## src/rtl/uart_tx_buffer.sv

```systemverilog
// Byte FIFO ahead of a one-byte-at-a-time transmitter; write-to-send latency is 2 edges into an idle, empty buffer.
// Writes while full are dropped and flagged (ovf); the next send waits for tx_done or the WAIT timeout (tmo_err).
module uart_tx_buffer #(
  parameter int DEPTH  = 16,
  parameter int AW     = 4,
  parameter int TO_CYC = 600000
) (
  input  logic          Clk,
  input  logic          Rst_n,
  input  logic          wr_en,
  input  logic [7:0]    wr_data,
  input  logic          ovf_clr,
  input  logic          tx_done,
  output logic [7:0]    tx_data,
  output logic          tx_send_en,
  output logic          full,
  output logic          empty,
  output logic [AW:0]   count,
  output logic          busy,
  output logic          ovf,
  output logic          tmo_err
);

  typedef enum logic [1:0] {
    IDLE = 2'd0,
    SEND = 2'd1,
    WAIT = 2'd2
  } state_t;

  localparam logic [AW:0] FULL_CNT = (AW+1)'(DEPTH);
  localparam logic [19:0] TO_LAST  = 20'(TO_CYC - 1);

  state_t        state;
  logic [7:0]    mem [DEPTH];
  logic [AW-1:0] wr_ptr;
  logic [AW-1:0] rd_ptr;
  logic [19:0]   wait_cnt;
  logic          wr_acc;
  logic          pop;
  logic          tmo_hit;

  assign full    = (count == FULL_CNT);
  assign empty   = (count == '0);
  assign busy    = (state != IDLE);
  assign wr_acc  = wr_en & ~full;
  assign pop     = (state == IDLE) & ~empty;
  // A done pulse on the final WAIT cycle counts as success, not timeout.
  assign tmo_hit = (state == WAIT) & ~tx_done & (wait_cnt == TO_LAST);

  // Storage is deliberately left out of reset; stale entries are unreachable once pointers clear.
  always_ff @(posedge Clk) begin
    if (wr_acc) begin
      mem[wr_ptr] <= wr_data;
    end
  end

  always_ff @(posedge Clk or negedge Rst_n) begin
    if (!Rst_n) begin
      wr_ptr <= '0;
      rd_ptr <= '0;
      count  <= '0;
    end else begin
      if (wr_acc) begin
        wr_ptr <= wr_ptr + AW'(1);
      end
      if (pop) begin
        rd_ptr <= rd_ptr + AW'(1);
      end
      case ({wr_acc, pop})
        2'b10:   count <= count + (AW+1)'(1);
        2'b01:   count <= count - (AW+1)'(1);
        default: ;
      endcase
    end
  end

  always_ff @(posedge Clk or negedge Rst_n) begin
    if (!Rst_n) begin
      state      <= IDLE;
      tx_data    <= 8'h00;
      tx_send_en <= 1'b0;
      wait_cnt   <= '0;
    end else begin
      case (state)
        IDLE: begin
          if (pop) begin
            tx_data    <= mem[rd_ptr];
            tx_send_en <= 1'b1;
            state      <= SEND;
          end
        end
        SEND: begin
          tx_send_en <= 1'b0;
          wait_cnt   <= '0;
          state      <= WAIT;
        end
        WAIT: begin
          // A timed-out byte is simply abandoned; there is no retry.
          if (tx_done || tmo_hit) begin
            state <= IDLE;
          end else begin
            wait_cnt <= wait_cnt + 20'd1;
          end
        end
        default: begin
          tx_send_en <= 1'b0;
          state      <= IDLE;
        end
      endcase
    end
  end

  // Sticky error flags: a new error in the same cycle as ovf_clr wins.
  always_ff @(posedge Clk or negedge Rst_n) begin
    if (!Rst_n) begin
      ovf     <= 1'b0;
      tmo_err <= 1'b0;
    end else begin
      if (wr_en && full) begin
        ovf <= 1'b1;
      end else if (ovf_clr) begin
        ovf <= 1'b0;
      end
      if (tmo_hit) begin
        tmo_err <= 1'b1;
      end else if (ovf_clr) begin
        tmo_err <= 1'b0;
      end
    end
  end

endmodule

```

## config.mk

```make
export PLATFORM = sky130hd
export DESIGN_NAME = uart_tx_buffer
export DESIGN_NICKNAME = d
export VERILOG_FILES = /design/src/rtl/uart_tx_buffer.sv
export SDC_FILE = /design/constraint.sdc
export NUM_CORES = 1
export LEC_CHECK = 0
export ABC_AREA = 1
export CORE_MARGIN = 2
export CORE_UTILIZATION = 35
export CTS_BUF_LIST = sky130_fd_sc_hd__clkbuf_8
export DETAILED_ROUTE_END_ITERATION = 10
export PLACE_DENSITY_LB_ADDON = 0.15
export SYNTH_ARGS = -nofsm -noshare
export SYNTH_HDL_FRONTEND = slang
export SYNTH_SLANG_ARGS = --single-unit
```

## constraint.sdc

```tcl
create_clock -name Clk -period 2.65 [get_ports Clk]
set_input_delay 0.3975 -clock Clk [delete_from_list [all_inputs] [get_ports Clk]]
set_output_delay 0.3975 -clock Clk [all_outputs]
set_load 0.005 [all_outputs]
```

== Word-level counts from Yosys, hierarchy flattened ==
Memories as Yosys holds them, arrays and structs flattened. A register that Yosys moved wholly into a read port is not among the register bits.
Index checks and enable logic that the tools add are counted.

* Register bits: 38
* Memory bits (writable): 128
* Bits of input ports: 13
* Word-level logic and storage cells: 58
* Memories: 1

{| class="wikitable"
|+ Memory list
! name !! depth !! bits a word !! read ports !! clocked after Yosys merged registers in !! wr ports !! line !! RTL
|-
| mem || 16 || 8 || 1 || 1 || 1 || 34 || <nowiki>logic [7:0] mem [DEPTH];</nowiki>
|}

* $add $sub $neg: 5
* Eq/ne operators: 9
* Muxes and demuxes: 13
* Bitwise operators: 8
* Reduce and logical (&&, ||, !) cells: 14

{| class="wikitable"
|+ Operators with widths
! cell !! count
|-
| $pmux W20 S2 || 1
|-
| $add A20 B1 Y20 const B || 1
|-
| $eq A20 B20 Y1 const B || 1
|-
| $mux W20 || 1
|-
| $pmux W5 S2 || 1
|-
| $reduce_bool A2 Y1 || 5
|-
| $add A4 B1 Y4 const B || 2
|-
| $reduce_and A2 Y1 || 4
|-
| $mux W1 || 6
|-
| $pmux W2 S3 || 1
|-
| $add A5 B1 Y5 const B || 1
|-
| $eq A5 B5 Y1 const B || 1
|-
| $logic_not A5 Y1 || 1
|-
| $sub A5 B1 Y5 const B || 1
|-
| $and A1 B1 Y1 || 4
|-
| $eq A2 B1 Y1 const B || 2
|-
| $eq A2 B2 Y1 const B || 2
|-
| $mux W2 || 2
|-
| $ne A2 B2 Y1 const B || 2
|-
| $not A1 Y1 || 4
|-
| $logic_not A2 Y1 || 1
|-
| $ne A2 B1 Y1 const B || 1
|-
| $pmux W1 S2 || 1
|-
| $logic_and A1 B1 Y1 || 1
|-
| 2 further kinds || 2
|}

== Logic depth before layout (Yosys ltp) ==
Gate-level depths: netlist of the first run.

* Depth after elaboration: 6
* Gate-level depth with buffers: 15
* Mapped depth without buffers: 14

== Worst setup path after synthesis of the first run ==
OpenSTA, ideal clock, no wires.

* Path kind: register -> register
* From: reg count[1]
* To: reg count[4]
* Library setup time: 0.083 ns
* Data arrival time: 2.314 ns
* Data required time: 2.567 ns
* Path slack: 0.253 ns
* Cell stages (with the launch flop): 14
* Buffers on the path: 1
* Clock period less this slack: 2.397 ns
* Cells stage by stage: dfrtp_1 -> nor4_1 -> nand2_1 -> nand2_1 -> inv_1 -> buf_2 -> ha_1 -> ha_1 -> a21oi_1 -> nor2_1 -> nor2_1 -> xor2_1 -> nand2_1 -> o21ai_0

* Longest elaborated chain between the ends: 5

{| class="wikitable"
|+ RTL lines
! element !! line !! RTL
|-
| start, declared || 18 || <nowiki>output logic [AW:0] count,</nowiki>
|-
| start signal, assigned || 70 || <nowiki>2'b10: count <= count + (AW+1)'(1);</nowiki>
|-
| start signal, assigned || 71 || <nowiki>2'b01: count <= count - (AW+1)'(1);</nowiki>
|-
| $logic_not A5 Y1 (*) || 43 || <nowiki>assign empty = (count == '0);</nowiki>
|-
| $not A1 Y1 (*) || 46 || <nowiki>assign pop = (state == IDLE) & ~empty;</nowiki>
|-
| $and A1 B1 Y1 (*) || 46 ||
|-
| via pop || 39 || <nowiki>logic pop;</nowiki>
|-
| $eq A2 B1 Y1 / $eq A2 B2 Y1 (equally long branches) || 69 || <nowiki>case ({wr_acc, pop})</nowiki>
|-
| $pmux W5 S2 / $reduce_bool A2 Y1 (equally long branches) || n/a ||
|}

Mark *: on every way through the listed nets, which the timed path passes. The rest lies on a longest branch.
A chain may end at the register's enable or synchronous reset.

== Final worst setup path of the first run ==
* From: reg count[1]
* To: reg count[4]

* Longest elaborated chain between the ends: 5

{| class="wikitable"
|+ RTL lines
! element !! line
|-
| $eq A5 B5 Y1 / $logic_not A5 Y1 (equally long branches) || 42, 43
|-
| $not A1 Y1 (on tied branches) || 45, 46
|-
| $and A1 B1 Y1 (on tied branches) || 45, 46
|-
| $eq A2 B1 Y1 / $eq A2 B2 Y1 (equally long branches) || 69
|-
| $pmux W5 S2 / $reduce_bool A2 Y1 (equally long branches) || n/a
|}

Several ways; a longest one is shown, not always the timed one.

==> flow_summary.yaml, run 1 <==
clock_tree:
  cts_sinks: 174
  cts_tree: "yes"
  cts-root-buf: "clkbuf_8"
  clk_latency_ps: 460
  clk_path_buf_depth: 2
  cts-buffers-inserted: 17
  clkSlewWorstSetupHoldPaths_ps: 110
  h-tree-depth: 4
synthesis:
  synth_compound_area_share_pct: 5.76
  netlist_top_cells_area: "edfxtp_1 (49%), dfrtp_1 (15%), nand2_1 (8.1%)"
  synthCells: 781
  synthTopCellsByCount: "nand2_1 (169), nor2_1 (168), edfxtp_1 (128), nand3_1 (71), o21ai_0 (70)"
  synth_top_cell_by_area: "edfxtp_1"
  synth_top_area_share_pct: 49.3
  synth_top_family_by_area: "simple AND/OR/NAND/NOR gates"
  yosys.cell_types.count: 33
  yosys_register_bits: 174
  yosys.area_share.simple_pct: 22.1
  synthMuxAreaShare_pct: 0
  yosysMostFrequentCell: "nand2_1"
  yosysWarnings: 0
  synthAdderAreaFrac_pct: 1.86
  yosys_most_used_dff: "edfxtp_1"
  netlist_area_um2: 7800
  synth_edf_count: 128
  synth_xor_area_share_pct: 2.25
  syn_area_per_cell_um2: 9.99
  async_flop_share_pct: 26.4
  synth_nets: 805
  ys_seq_area_share_pct: 64.0
route:
  first_pass_iters: 5
  drc: 0
  avgViaCountPerCell: 4.79
  routedWlPerCell_um: 16.1
  drtIter0Drc: 388
  ant_nets: 0
  vias: 5375
  wirelength_um: 18100
flow_run:
  maxCapViolations: 0
timing:
  max_freq_ghz: 0.406
  rsz0062_at_grt: "false"
  tns_ps: 0
  hold_violations: 0
  tightestPinTransition_ps: 830
  relSlewSlack_pct: 44.3
  maxSlewViolCount: 0
  clock_skew_ps: 20.4
  finalCriticalPeriod_ps: 2460
  setup_viol: 0
  period_share_pct: 92.9
layout:
  final_layout_size_suffix_gt1_share_pct: 9.04
  area_growth_pct: 14.2
  antenna_cells: 0
  nets: 853
  fill_cells: 2124
  stdcell_count: 1121
  multi_input_comb_area_um2: 2510
  regArea_um2: 5000
critical_path:
  cp.arrival_ps: 2800
  slowest_delay_ps: 410
  cp.required_ps: 2990
  crit_chain: "nor4_2 > nand2_1 > nand2_2 > ha_2 > inv_1 > fa_1 > inv_1 > a21oi_1 > nor2_1 > nor2_1 > xor2_1 > nand2_1 > o21ai_0"
  cp-end-kind: "flip-flop"
  critPathSlowestCell: "dfrtp_1"
  critical-path-top-delay-family: "simple AND/OR/NAND/NOR gates"
  cp_max_fo: 5
  crit_buf_inv: 2
  startpoint_type: "flip-flop"
  worstSetupPathType: "reg2reg"
floorplan:
  initial_core_util_pct: 35.7
  die_area_um2: 23500
  die_h_um: 153
  die_x_um: 153
  core_area_um2: 21800
  rows: 54
  pin_count: 32
global_routing:
  grt_start_max_net_pins: 43
  antenna_found_initial: 0
  busiest_layer: "met2"
  grt_use_met1_pct: 21.9
  grt_pass1_vias: 5311
  grtUsageMet3_pct: 3.15
  grt_overflow: 0
  grt_usage_pct: 16.1
  met2_usage_pct: 26.4
  grt_pass1_wl_um: 29300
placement:
  numPortBuffers: 31
  gp_congestion: 0.850
  placed_cells: 1089
  dpl.hpwl_um: 12200
power:
  ir_drop_v: 0.000360
  leakage_nw: 3.39
  power_density_nw_per_um2: 964
status:
  outcome: "finished clean"
worst_hold_path:
  min_path_type: "in2async"
-- per-stage QoR --
stage	hold slack, ps	setup WS [ps]	area (µm²)	power [mW]	utilization [%]
after floorplan	102	253	7800	5.75	-
after global routing	330	12.5	8910	9.28	40.8
after detailed placement	287	127	8520	6.95	39.1
final	333	189	8910	8.59	40.8
after global placement	291	226	8520	6.87	39.1
after CTS	320	92.6	8890	8.68	40.8
-- kinds of logic after synthesis --
group	count (synthesis)
simple gates	421
buf+inv	72
xor+xnor	20
flops	174
compound gates	83
fa+ha+maj	11
-- report_power, final --
part | switching, mW | internal (mW)
Sequential | 0.260 | 3.32
Clock | 1.04 | 0.682
Combinational | 2.11 | 1.18
Total | 3.41 | 5.18
-- worst reg2reg max path: cells and delay by family (launching register included) --
family	cells	cell delay (ps)
and+or+nand+nor	6	850
adders and majority gates	2	610
DFF	1	410
buffers and inverters	2	190
AOI/OAI and AO/OA	2	150
xor gates and xnor gates	1	140
-- cell usage in the layout (no fill, tap or decap), types with 2 or more instances in the layout --
cell type        Yosys  routed
clkinvlp_4           0       2
nand4_1              2       2
clkbuf_8             0      17
inv_8                0       4
clkinv_1             3       4
nand2_1            169     168
dfrtp_1             46      45
o21ai_0             70      70
inv_6                0       4
o21ai_2              4       4
nand3_1             71      71
edfxtp_1           128     128
clkdlybuf4s50_1      0      30
nor2_4               2       2
o21bai_1             2       2
xor2_1              16      16
xnor2_1              4       4
a21oi_1              3       3
nand2_2              3       4
nor2_1             168     168
ha_1                10       9
inv_1               37      38
buf_4                0      27
-- sequential cells by signal (all words and copies together) (netlist names) --
register	cells
ovf	1
wait_cnt	20
count	5
rd_ptr	4
tmo_err	1
mem	128
state	2
wr_ptr	4
tx_send_en	1
tx_data	8
-- path summary, 6_finish.rpt --
check / start / end / slack, ps / cells after the start
max in group asynchronous: Rst_n / rd_ptr[0] / 1540 / 3
min in group Clk: tx_data[7] / tx_data[7] / 490 / 2
hold reg to reg: tx_data[7] / tx_data[7] / 490 / 2
hold / removal: Rst_n / wait_cnt[4] / 330 / 2
setup reg to reg: count[1] / count[4] / 190 / 13
setup / recovery: count[1] / count[4] / 190 / 13
-- final cells by class --
class                   count  share of cell area [%]
clock buffers              17                    2.63
well taps                 280                    3.93
repair buffers             60                    6.04
inverters                  41                    1.73
flip-flops and latches    174                    56.1
multi-input cells         535                    28.1
clock inverters            14                    1.43
-- per-layer routing --
layer  vias up  part of all wire, %
li1       2697                    -
met1      2575                   47
met2        86                   49
met3        17                  3.4
met4         0                  1.2
met5         -                    0
-- repair_timing --
action	CTS	global route
hold buffers	1	0
endpoints found under the setup margin	0	1
resized for setup	0	3
setup buffers	0	0
endpoints found under the hold margin	11	0
No activity file was read; power rests on OpenSTA's default activity.
==> run 2: changes to the inputs <==
--- a/config.mk
+++ b/config.mk
@@ -11,6 +11,7 @@
 export CTS_BUF_LIST = sky130_fd_sc_hd__clkbuf_8
 export DETAILED_ROUTE_END_ITERATION = 10
 export PLACE_DENSITY_LB_ADDON = 0.15
+export REMOVE_ABC_BUFFERS = 1
 export SYNTH_ARGS = -nofsm -noshare
 export SYNTH_HDL_FRONTEND = slang
 export SYNTH_SLANG_ARGS = --single-unit
==> flow_summary.yaml, run 2 (synthesis results as in run 1) <==
layout:
  final_cell_mix: "nand2_1 (169), nor2_1 (168), edfxtp_1 (128)"
  regMostFlops: "mem"
  layout_commonest_cell: "nand2_1"
  fill_cells: 2131
  largest_reg_flops: 128
  antenna_cells: 0
  stdcell_count: 1123
  fin_area_um2: 8960
  area_growth_pct: 14.9
  top_regs: "mem x128, wait_cnt x20, tx_data x8"
  nets: 854
  final_layout_size_suffix_gt1_share_pct: 9.25
placement:
  dpl_cell_area_um2: 8520
  numPortBuffers: 31
  placed_cells: 1090
  gp_congestion: 0.879
  dpl.hpwl_um: 12200
timing:
  tightestPinTransition_ps: 868
  setup_viol: 0
  relSlewSlack_pct: 42.0
  period_share_pct: 90.4
  clock_skew_ps: 19.2
  rsz0062_at_grt: "false"
  hold_violations: 0
  tns_ps: 0
  maxSlewViolCount: 0
  finalCriticalPeriod_ps: 2400
  max_freq_ghz: 0.417
power:
  switchingPower_mw: 3.61
  comb_power_share_pct: 37.7
  ir_drop_v: 0.000373
  intPower_mw: 5.22
  leakage_nw: 3.42
  p_clk_share_pct: 22.2
  power_density_nw_per_um2: 986
  p_sw_share_pct: 40.9
  p_seq_share_pct: 40.1
  power_mw: 8.84
critical_path:
  r2r-start: "count[1]"
  cp_max_fo: 5
  worstSetupPathType: "reg2reg"
  startpoint_type: "flip-flop"
  r2r_cells: 13
  cp.required_ps: 3010
  cp-end-kind: "flip-flop"
  r2r_end: "count[4]"
  regToRegSetupSlack_ps: 250
  cp.arrival_ps: 2760
route:
  avgViaCountPerCell: 4.92
  drtIter0Drc: 418
  drc: 0
  first_pass_iters: 5
  ant_nets: 0
  routedWlPerCell_um: 16.7
  vias: 5526
  wirelength_um: 18700
global_routing:
  grt_pass1_wl_um: 29900
  antenna_found_initial: 0
  grt_usage_pct: 16.5
  grt_overflow: 0
  grt_start_max_net_pins: 67
  grt_pass1_vias: 5432
clock_tree:
  cts-buffers-inserted: 17
  h-tree-depth: 4
  clkSlewWorstSetupHoldPaths_ps: 110
  clk_latency_ps: 470
  cts-root-buf: "clkbuf_8"
  cts_tree: "yes"
  clk_path_buf_depth: 2
  cts_sinks: 174
floorplan:
  initial_core_util_pct: 35.7
  core_area_um2: 21800
  die_h_um: 153
  rows: 54
  die_x_um: 153
  pin_count: 32
  die_area_um2: 23500
worst_hold_path:
  min_path_type: "in2async"
status:
  outcome: "finished clean"
flow_run:
  maxCapViolations: 0
run 2: area by class of cell:
cell class	instances	area (µm²)	area share (%)
Sequential cell	174	5000	55.7
Multi-Input combinational cell	535	2500	27.9
Timing Repair Buffer	61	533	5.95
Tap cell	280	350	3.91
Clock buffer	17	234	2.61
Clock inverter	15	196	2.19
Inverter	41	154	1.72
run 2: per-layer routing:
layer | routed length (µm) | up-vias | GRT usage [%] | part of all wire [%]
met5 | 0 | - | 0 | 0
met4 | 182 | 0 | 3.48 | 0.97
met3 | 1070 | 13 | 4.14 | 5.7
met2 | 8700 | 132 | 25.9 | 47
met1 | 8750 | 2685 | 23.2 | 47
li1 | - | 2696 | - | -
run 2: worst max-delay path, stage by stage (launching register included):
cell	delay, ps
dfrtp_1	450
nor4_2	330
nand2_1	110
nand2_1	110
ha_1	280
inv_1	90
fa_1	370
inv_1	90
a21oi_1	70
nor2_1	100
nor2_1	60
xor2_1	130
nand2_1	50
o21ai_0	70
run 2: worst max-delay path by stage:
stage | end | cells past startpoint | startpoint
5_1_grt | count[4] | 13 | count[1]
3_3_place_gp | count[4] | 13 | count[1]
4_1_cts | count[4] | 13 | count[1]
3_5_place_dp | count[4] | 13 | count[1]
2_1_floorplan | tx_data[0] | 7 | rd_ptr[0]
6_report | count[4] | 13 | count[1]
run 2: timing repair:
action | 4_1_cts | 5_1_grt
endpoints found under the setup margin | 0 | 1
buffers inserted | 0 | 0
gates resized for setup | 0 | 1
hold buffers | 1 | 0
hold endpoints to repair | 24 | 0
run 2: per-stage QoR:
step                hold slack [ps]  utilization (%)  setup slack (ps)
finish                          493             41.1               254
global route                    513             41.1              39.5
CTS                             499             41.1               164
detailed placement              472             39.0               185
global placement                456             39.0               278
floorplan                       102                -              32.5
run 2: power by group through the flow:
stage / sequential, mW / combinational (mW) / clock (mW)
6_report: 3.54 / 3.33 / 1.96
5_1_grt: 3.59 / 3.76 / 2.13
4_1_cts: 3.54 / 3.35 / 2.01
3_5_place_dp: 3.60 / 3.34 / 0
3_3_place_gp: 3.58 / 3.27 / 0
2_1_floorplan: 3.73 / 1.81 / 0
==> run 3: changes to the inputs <==
--- a/config.mk
+++ b/config.mk
@@ -6,7 +6,7 @@
 export NUM_CORES = 1
 export LEC_CHECK = 0
 export ABC_AREA = 1
-export CORE_MARGIN = 2
+export CORE_MARGIN = 5
 export CORE_UTILIZATION = 35
 export CTS_BUF_LIST = sky130_fd_sc_hd__clkbuf_8
 export DETAILED_ROUTE_END_ITERATION = 10
==> constraint.sdc (replaced) <==
create_clock -name Clk -period 2 [get_ports Clk]
set_input_delay 0.3 -clock Clk [delete_from_list [all_inputs] [get_ports Clk]]
set_output_delay 0.3 -clock Clk [all_outputs]
set_load 0.005 [all_outputs]
==> flow_summary.yaml, run 3 (synthesis results as in run 1) <==
clock_tree:
  cts-root-buf: "clkbuf_8"
  clk_latency_ps: 470
  cts_tree: "yes"
  cts-buffers-inserted: 17
  cts_sinks: 174
  clk_path_buf_depth: 2
  h-tree-depth: 4
  clkSlewWorstSetupHoldPaths_ps: 100
critical_path:
  r2r-start: "count[1]"
  critPathSlowestCell: "dfrtp_1"
  crit_chain: "nor4_4 > nand2_1 > nand2_2 > ha_4 > inv_2 > fa_2 > inv_2 > a21oi_2 > nor2_1 > nor2_1 > xor2_1 > nand2_1 > o21ai_1"
  crit_path_start: "count[1]"
  startpoint_type: "flip-flop"
  slowest_delay_ps: 420
  critical-path-top-delay-family: "simple AND/OR/NAND/NOR gates"
  cp-end-kind: "flip-flop"
  cp_max_fo: 5
  cp.required_ps: 2370
  cp.arrival_ps: 2480
  r2r_cells: 13
  crit_buf_inv: 2
  r2r_end: "count[4]"
  worstSetupPathType: "reg2reg"
  regToRegSetupSlack_ps: -110
floorplan:
  die_h_um: 159
  core_area_um2: 21900
  initial_core_util_pct: 35.6
  die_area_um2: 25400
  pin_count: 32
  die_x_um: 159
  rows: 54
global_routing:
  busiest_layer: "met2"
  grt_pass1_wl_um: 30100
  grt_start_max_net_pins: 35
  antenna_found_initial: 0
  grt_overflow: 0
  met2_usage_pct: 25.7
  grt_usage_pct: 14.8
  grt_use_met1_pct: 18.8
  grt_pass1_vias: 5626
  grtUsageMet3_pct: 3.16
route:
  avgViaCountPerCell: 4.79
  drc: 0
  first_pass_iters: 5
  drtIter0Drc: 364
  wirelength_um: 18500
  vias: 5527
  routedWlPerCell_um: 16.0
  ant_nets: 0
layout:
  largest_reg_flops: 128
  final_layout_size_suffix_gt1_share_pct: 14.7
  top_regs: "mem x128, wait_cnt x20, tx_data x8"
  stdcell_count: 1155
  area_growth_pct: 20.5
  nets: 886
  regMostFlops: "mem"
  fill_cells: 2138
  multi_input_comb_area_um2: 2580
  fin_area_um2: 9400
  final_cell_mix: "nor2_1 (167), nand2_1 (164), edfxtp_1 (128)"
  regArea_um2: 5000
  layout_commonest_cell: "nor2_1"
  antenna_cells: 0
timing:
  rsz0062_at_grt: "true"
  finalCriticalPeriod_ps: 2110
  setup_viol: 3
  fin_ws_ps: -109
  hold_violations: 0
  whs_ps: 319
  tightestPinTransition_ps: 593
  clock_skew_ps: 19.7
  maxSlewViolCount: 0
  period_share_pct: 105
  max_freq_ghz: 0.474
  relSlewSlack_pct: 60.3
power:
  power_mw: 12.4
  ir_drop_v: 0.000490
  leakage_nw: 3.64
  power_density_nw_per_um2: 1320
placement:
  placed_cells: 1117
  gp_congestion: 0.882
  place_ws_ps: -376
  dpl_cell_area_um2: 8800
  numPortBuffers: 31
  dpl.hpwl_um: 12800
flow_run:
  maxCapViolations: 0
status:
  violations: "negative setup slack"
  outcome: "finished with violations"
worst_hold_path:
  min_path_type: "in2async"
-- run 3: what timing repair did --
| item | CTS | global route |
|---|---|---|
| hold buffers | 1 | 0 |
| gates resized for setup | 21 | 21 |
| gates cloned | 0 | 0 |
| pin swaps | 7 | 11 |
| endpoints found under the hold margin | 18 | 0 |
| endpoints found under the setup margin | 6 | 134 |
| buffers inserted | 5 | 4 |
-- run 3: metrics by stage --
stage               utilization (%)  TNS [ps]
finish                         43.0      -204
global route                   43.0     -8650
CTS                            42.6      -288
detailed placement             40.2      -997
global placement               40.2      -499
floorplan                         -     -6810
-- run 3: worst max path at each step --
stage / end / slack [ps] / cells after the start
floorplan: tx_data[0] / -620 / 7
detailed placement: count[4] / -380 / 13
global placement: count[4] / -310 / 13
finish: count[4] / -110 / 13
global route: count[4] / -280 / 13
CTS: count[4] / -140 / 12
-- run 3: worst reg2reg max path, delay by kind of cell (launching register included) --
kind	cells	cell delay, ps
simple gates	6	730
fa+ha+maj	2	520
flops	1	420
xor+xnor	1	130
buf+inv	2	120
compound gates	2	90
-- run 3: layout make-up --
cell class              count  area share (%)
inverters                  41            1.68
flip-flops and latches    174            53.1
multi-input cells         535            27.4
clock buffers              17            2.49
well taps                 280            3.73
clock inverters            15            2.29
repair buffers             93            9.25
-- run 3: power breakdown --
| group | switching (mW) | leakage [nW] | total, mW | internal [mW] |
|---|---|---|---|---|
| clock network | 1.48 | 0.222 | 2.69 | 1.20 |
| registers | 0.282 | 1.75 | 4.68 | 4.39 |
| logic | 3.06 | 1.66 | 5.05 | 1.99 |
| total | 4.83 | 3.64 | 12.4 | 7.59 |
-- run 3: routing by layer --
layer | vias up | share of wire (%)
met5 | - | 0
met4 | 0 | 1.7
met2 | 92 | 50
li1 | 2769 | -
met1 | 2647 | 44
met3 | 19 | 3.5
